==> src/rtl/adder_share_arbiter_pkg.sv <==
// Shared types and constants for the two-requester adder-sharing arbiter.
package adder_share_arbiter_pkg;

   typedef enum logic [1:0] {
      IDLE = 2'd0,
      CALC = 2'd1,
      RESP = 2'd2
   } state_t;

   localparam logic REQ0 = 1'b0;
   localparam logic REQ1 = 1'b1;

   localparam int DEF_WIDTH   = 32;
   localparam int DEF_ADD_LAT = 1;

endpackage

==> src/rtl/adder_share_arbiter_rr_arbiter2.sv <==
// Two-way round-robin grant: a lone requester always wins, a contested
// grant goes to whichever requester was not served last.
module rr_arbiter2
   import adder_share_arbiter_pkg::*;
(
   input  logic       i_valid0,
   input  logic       i_valid1,
   input  logic       i_last_grant,
   output logic [1:0] o_grant
);

   assign o_grant[0] = i_valid0 && (!i_valid1 || (i_last_grant == REQ1));
   assign o_grant[1] = i_valid1 && (!i_valid0 || (i_last_grant == REQ0));

endmodule

==> src/rtl/adder_share_arbiter.sv <==
// Arbitrates two requesters onto one shared adder: latch operands, hold them
// for ADD_LAT cycles, capture the sum+carry and return it tagged with the owner.
module adder_share_arbiter
   import adder_share_arbiter_pkg::*;
#(
   parameter int WIDTH   = DEF_WIDTH,
   parameter int ADD_LAT = DEF_ADD_LAT
) (
   input  logic             clk,
   input  logic             rst_n,
   input  logic             req0_valid,
   output logic             req0_ready,
   input  logic [WIDTH-1:0] req0_a,
   input  logic [WIDTH-1:0] req0_b,
   input  logic             req0_cin,
   input  logic             req1_valid,
   output logic             req1_ready,
   input  logic [WIDTH-1:0] req1_a,
   input  logic [WIDTH-1:0] req1_b,
   input  logic             req1_cin,
   output logic [WIDTH-1:0] add_a,
   output logic [WIDTH-1:0] add_b,
   output logic             add_cin,
   output logic             add_start,
   input  logic [WIDTH:0]   add_result,
   output logic             rsp_valid,
   input  logic             rsp_ready,
   output logic             rsp_id,
   output logic [WIDTH:0]   rsp_result,
   output state_t           o_dbg_state
);

   localparam int             CW    = $clog2(ADD_LAT + 1);
   localparam logic [CW-1:0]  LAT_C = CW'(ADD_LAT);

   state_t            r_state;
   logic              r_last_grant;
   logic [CW-1:0]     r_cnt;
   logic [WIDTH-1:0]  r_add_a;
   logic [WIDTH-1:0]  r_add_b;
   logic              r_add_cin;
   logic              r_add_start;
   logic              r_rsp_valid;
   logic              r_rsp_id;
   logic [WIDTH:0]    r_rsp_result;
   logic [1:0]        w_grant;
   logic              w_accept;

   rr_arbiter2 u_arb (
      .i_valid0     (req0_valid),
      .i_valid1     (req1_valid),
      .i_last_grant (r_last_grant),
      .o_grant      (w_grant)
   );

   // Grant implies valid, so ready already carries the "only while valid" rule.
   // rst_n gating keeps ready low while reset is held.
   assign req0_ready = rst_n && (r_state == IDLE) && w_grant[0];
   assign req1_ready = rst_n && (r_state == IDLE) && w_grant[1];
   assign w_accept   = req0_ready || req1_ready;

   always_ff @(posedge clk or negedge rst_n) begin
      if (!rst_n) begin
         r_state      <= IDLE;
         r_last_grant <= REQ1;
         r_cnt        <= '0;
         r_add_a      <= '0;
         r_add_b      <= '0;
         r_add_cin    <= 1'b0;
         r_add_start  <= 1'b0;
         r_rsp_valid  <= 1'b0;
         r_rsp_id     <= REQ0;
         r_rsp_result <= '0;
      end else begin
         case (r_state)
            IDLE: begin
               if (w_accept) begin
                  r_add_a      <= req1_ready ? req1_a   : req0_a;
                  r_add_b      <= req1_ready ? req1_b   : req0_b;
                  r_add_cin    <= req1_ready ? req1_cin : req0_cin;
                  r_last_grant <= req1_ready;
                  r_rsp_id     <= req1_ready;
                  r_cnt        <= CW'(1);
                  r_add_start  <= 1'b1;
                  r_state      <= CALC;
               end
            end
            CALC: begin
               r_add_start <= 1'b0;
               if (r_cnt == LAT_C) begin
                  r_rsp_result <= add_result;
                  r_rsp_valid  <= 1'b1;
                  r_state      <= RESP;
               end else begin
                  r_cnt <= r_cnt + CW'(1);
               end
            end
            RESP: begin
               if (rsp_ready) begin
                  r_rsp_valid <= 1'b0;
                  r_cnt       <= '0;
                  r_state     <= IDLE;
               end
            end
            default: r_state <= IDLE;
         endcase
      end
   end

   assign add_a       = r_add_a;
   assign add_b       = r_add_b;
   assign add_cin     = r_add_cin;
   assign add_start   = r_add_start;
   assign rsp_valid   = r_rsp_valid;
   assign rsp_id      = r_rsp_id;
   assign rsp_result  = r_rsp_result;
   assign o_dbg_state = r_state;

endmodule

==> config.mk <==
export PLATFORM = sky130hd
export DESIGN_NAME = adder_share_arbiter
export DESIGN_NICKNAME = d
export VERILOG_FILES = /design/src/rtl/adder_share_arbiter_pkg.sv /design/src/rtl/adder_share_arbiter_rr_arbiter2.sv /design/src/rtl/adder_share_arbiter.sv
export SDC_FILE = /design/constraint.sdc
export NUM_CORES = 1
export LEC_CHECK = 0
export BUFFER_PORTS_ARGS = -buffer_cell sky130_fd_sc_hd__buf_4
export CAP_MARGIN = 20
export CORE_AREA = 2 2 107 109
export CTS_CLUSTER_SIZE = 8
export DETAILED_ROUTE_END_ITERATION = 7
export DIE_AREA = 0 0 109 111
export PLACE_DENSITY_LB_ADDON = 0.2
export SLEW_MARGIN = 20
export SYNTH_ARGS = -nofsm -noshare
export SYNTH_HDL_FRONTEND = slang
export SYNTH_SLANG_ARGS = --single-unit
==> constraint.sdc <==
create_clock -name clk -period 5 [get_ports clk]
set_clock_uncertainty 0.15 [all_clocks]
set_input_delay 0.25 -clock clk [delete_from_list [all_inputs] [get_ports clk]]
set_output_delay 0.25 -clock clk [all_outputs]
set_load 0.01 [all_outputs]
==> summary.txt <==
Floorplan
  • Ports: 273
  • Row count: 39
  • Initial Utilization: between 40 and 50%
  • Die ar.: 12,100 um2
  • Die height: 111 um
  • Die width: between 100 and 150 um
  • Core Area: between 10,000 and 15,000 um2

Timing
  • Fmax: 339.0 MHz
  • Max-slew violations: 0
  • Fin crit period: 2.950 ns
  • Hold WS: 0.01195 ns
  • Slew Limit Headroom: 35.79%
  • Slew @ Worst Pin: roughly 0.96 ns
  • Tcrit/Tclk final: between 50% and 60%
  • Final hold viol count: 0
  • RSZ-0062 raised after global routing: false
  • Setup TNS: 0 ns
  • # setup viols final: 0

Synthesis
  • Post-synthesis cell type count: 27
  • Largest cells by area after synthesis: dfrtp_1, a31oi_1, mux2_2
  • Ys flop type: dfrtp_1
  • Syn Area/Cell: 10.11 um2
  • Flops & latches, synth: 105
  • Post-synth top area cell: dfrtp_1
  • Synthesized area: about 4900 um2
  • EDFF count, synth: 0
  • Synthesis warning total: 0
  • Top cell type's share of synthesized area: 53.50%
  • Sequential cell area fraction in the yosys report: a little over half
  • Cells after Synth: 481
  • Syn Nets: 649
  • Fraction of registers with async set/reset: 100.0%

Setup path
  • CP Max Fanout: 67
  • Critical Path, Cell by Cell: dlygate4sd3_1 > buf_4 > or3b_4 > nor2_4 > buf_4
  • Setup crit start kind: primary input
  • Kind of critical path: primary input to output pin
  • Worst path slowest cell: or3b_4
  • CP most frequent cell: buf_4
  • Peak per-stage delay on the critical path: 0.74 ns
  • R2R setup slack: 2.82 ns
  • Worst Path Required: 4.60 ns
  • Endpoint class of the critical path: output pin
  • CP Data Arrival Time: 2.55 ns

Routing
  • Detailed Route WL: 15,900 um
  • Via count: 4,973
  • DRT Pass-1 Iters: 5
  • Per-cell routed wire length: 17.73 um
  • Via density per instance: 5.544
  • DRC viols: 0
  • Detailed Route Iter0 Violations: 370
  • Post-route ant nets: 0

Clock network
  • Inserted Clock Buffers: 9
  • Post-CTS sizing: 0
  • Root buffer cell: clkbuf_16
  • CTS Hold Buffers Added: 35
  • Post-CTS Setup Repair Bufs: 0
  • Skew-Pair Late Insertion Delay: 0.34 ns
  • CTS tree: yes
  • Clock Path Buffers: 2
  • H-tree levels: 3
  • Num Clock Sinks: about 110
  • Clk slew on worst S/H paths: 0.07 ns

Run
  • Max Cap Viol: 0

Placement
  • Port bufs: 272
  • HPWL after DPL: 10,010 um
  • Final GP Congestion: 0.7920
  • Dpl cells: 846

GRT
  • Initial antenna violation count: 0
  • Met3 usage: 4.762%
  • M1 GR Usage: about a third
  • GRT Overall Usage: 26.06%
  • GRT busiest layer: met2
  • Grt met2 use: 43.60%
  • Vias in the first global route: around 4,700
  • Pin count of the biggest net entering global routing: 134
  • Final global-route overflow total: 0
  • First-pass GRT wire length: 24,840 um

Cells and area
  • Non-filler instance count after layout: 897
  • NumNets Final: 917
  • Area delta synth->final: 54.06%
  • Share of cells above drive strength 1: approximately 44%
  • N_diodes: 0

Power
  • Max IR drop VDD: 312.1 uV
  • Pwr/cell area: around 570 nW/um2
  • Leakage power: roughly 3.3 nW

Run status
  • Status: completed

Hold path
  • Hold/Removal Path Class: primary input to register
-- final timing paths --
path	startpoint	endpoint	cells after the start
setup / recovery	rst_n	req1_ready	5
hold / removal	add_result[22]	rsp_result[22]$_DFFE_PN0P_	2
setup reg to reg	o_dbg_state[0]$_DFFE_PN0P_	add_b[12]$_DFFE_PN0P_	4
hold reg to reg	rsp_id$_DFFE_PN0P_	rsp_id$_DFFE_PN0P_	1
max in group asynchronous	rst_n	add_b[10]$_DFFE_PN0P_	3
min in group asynchronous	rst_n	rsp_result[29]$_DFFE_PN0P_	2
-- worst max-delay path, delay by kind of cell --
family	cells	cell delay (ns)
simple gates	2	0.95
buf+inv	3	1.26
-- power by group --
part	switching (mW)	internal, mW	total (mW)
Sequential	0.272	1.28	1.55
Combinational	0.998	0.989	1.99
Clock	0.315	0.406	0.721
Total	1.59	2.67	4.26
-- synthesized netlist by cell type, types with 4 or more instances --
| cell type | instances |
|---|---|
| a21oi_1 | 69 |
| a31oi_1 | 66 |
| buf_2 | 28 |
| buf_4 | 7 |
| buf_6 | 6 |
| clkbuf_1 | 13 |
| dfrtp_1 | 104 |
| mux2_2 | 33 |
| nand2_1 | 4 |
| nand3_1 | 66 |
| o21ai_0 | 39 |
| o21ai_1 | 28 |
-- layout by cell type (no fill, tap or decap) --
| cell | synthesis | routed |
|---|---|---|
| buf_6 | 6 | 1 |
| clkbuf_16 | 0 | 9 |
| nor2_1 | 3 | 3 |
| nand2b_1 | 1 | 1 |
| o31ai_1 | 1 | 1 |
| dfrtp_1 | 104 | 104 |
| o21ai_1 | 28 | 28 |
| bufinv_16 | 0 | 1 |
| clkinvlp_4 | 0 | 2 |
| clkbuf_8 | 0 | 1 |
| nand3_1 | 66 | 66 |
| a31oi_1 | 66 | 66 |
| inv_1 | 2 | 2 |
| inv_6 | 0 | 2 |
| mux2_2 | 33 | 33 |
| buf_4 | 7 | 276 |
| nor3b_4 | 0 | 1 |
| a21o_1 | 1 | 1 |
| or3b_4 | 1 | 1 |
| and2_4 | 0 | 1 |
| o22ai_1 | 1 | 1 |
| nand2_1 | 4 | 4 |
| clkbuf_1 | 13 | 1 |
| dfstp_2 | 1 | 1 |
| a21boi_4 | 0 | 1 |
| or2_2 | 0 | 1 |
| o21ai_0 | 39 | 39 |
| dlygate4sd3_1 | 0 | 35 |
| a21oi_1 | 69 | 69 |
| a21bo_4 | 0 | 1 |
| nor2_4 | 1 | 1 |
-- sequential cells by signal, summed over array words and instances, names as in the netlist, 2 cells and up --
signal / count
add_a: 32
o_dbg_state: 2
rsp_result: 33
add_b: 32
-- stage by stage --
stage | util (%) | cell area (um2) | setup slack, ns | total power [mW]
floorplan | - | 4865 | 3.199 | 2.582
global placement | 61.64 | 6828 | 2.071 | 3.462
detailed placement | 61.74 | 6839 | 2.318 | 3.517
CTS | 67.66 | 7495 | 2.065 | 4.265
global route | 67.66 | 7495 | 1.864 | 4.526
finish | 67.66 | 7495 | 2.050 | 4.259
-- logic make-up (layout without fill, tap and decap cells) --
kind of cell / count (synthesis) / after routing / synth area share [%]
flops: 105 / 105 / 54.04
buf+inv: 57 / 330 / 6.610
simple gates: 79 / 79 / 8.436
mux: 33 / 33 / 7.639
compound gates: 207 / 207 / 23.28
-- per-layer routing --
| metal | vias up | wire length (um) |
|---|---|---|
| li1 | 2321 | - |
| met1 | 2368 | 6214 |
| met2 | 251 | 7973 |
| met3 | 33 | 1280 |
| met4 | 0 | 435 |
| met5 | - | 0 |
-- area by class of cell --
type,instances,area [um2]
Tap cell,143,178.9
Inverter,2,7.507
Sequential cell,105,2629
Multi-Input combinational cell,319,1941
Clock buffer,11,242.7
Fill cell,871,3582
Timing Repair Buffer,312,2434
Clock inverter,5,62.56
Power figures use the tool's default switching activity.
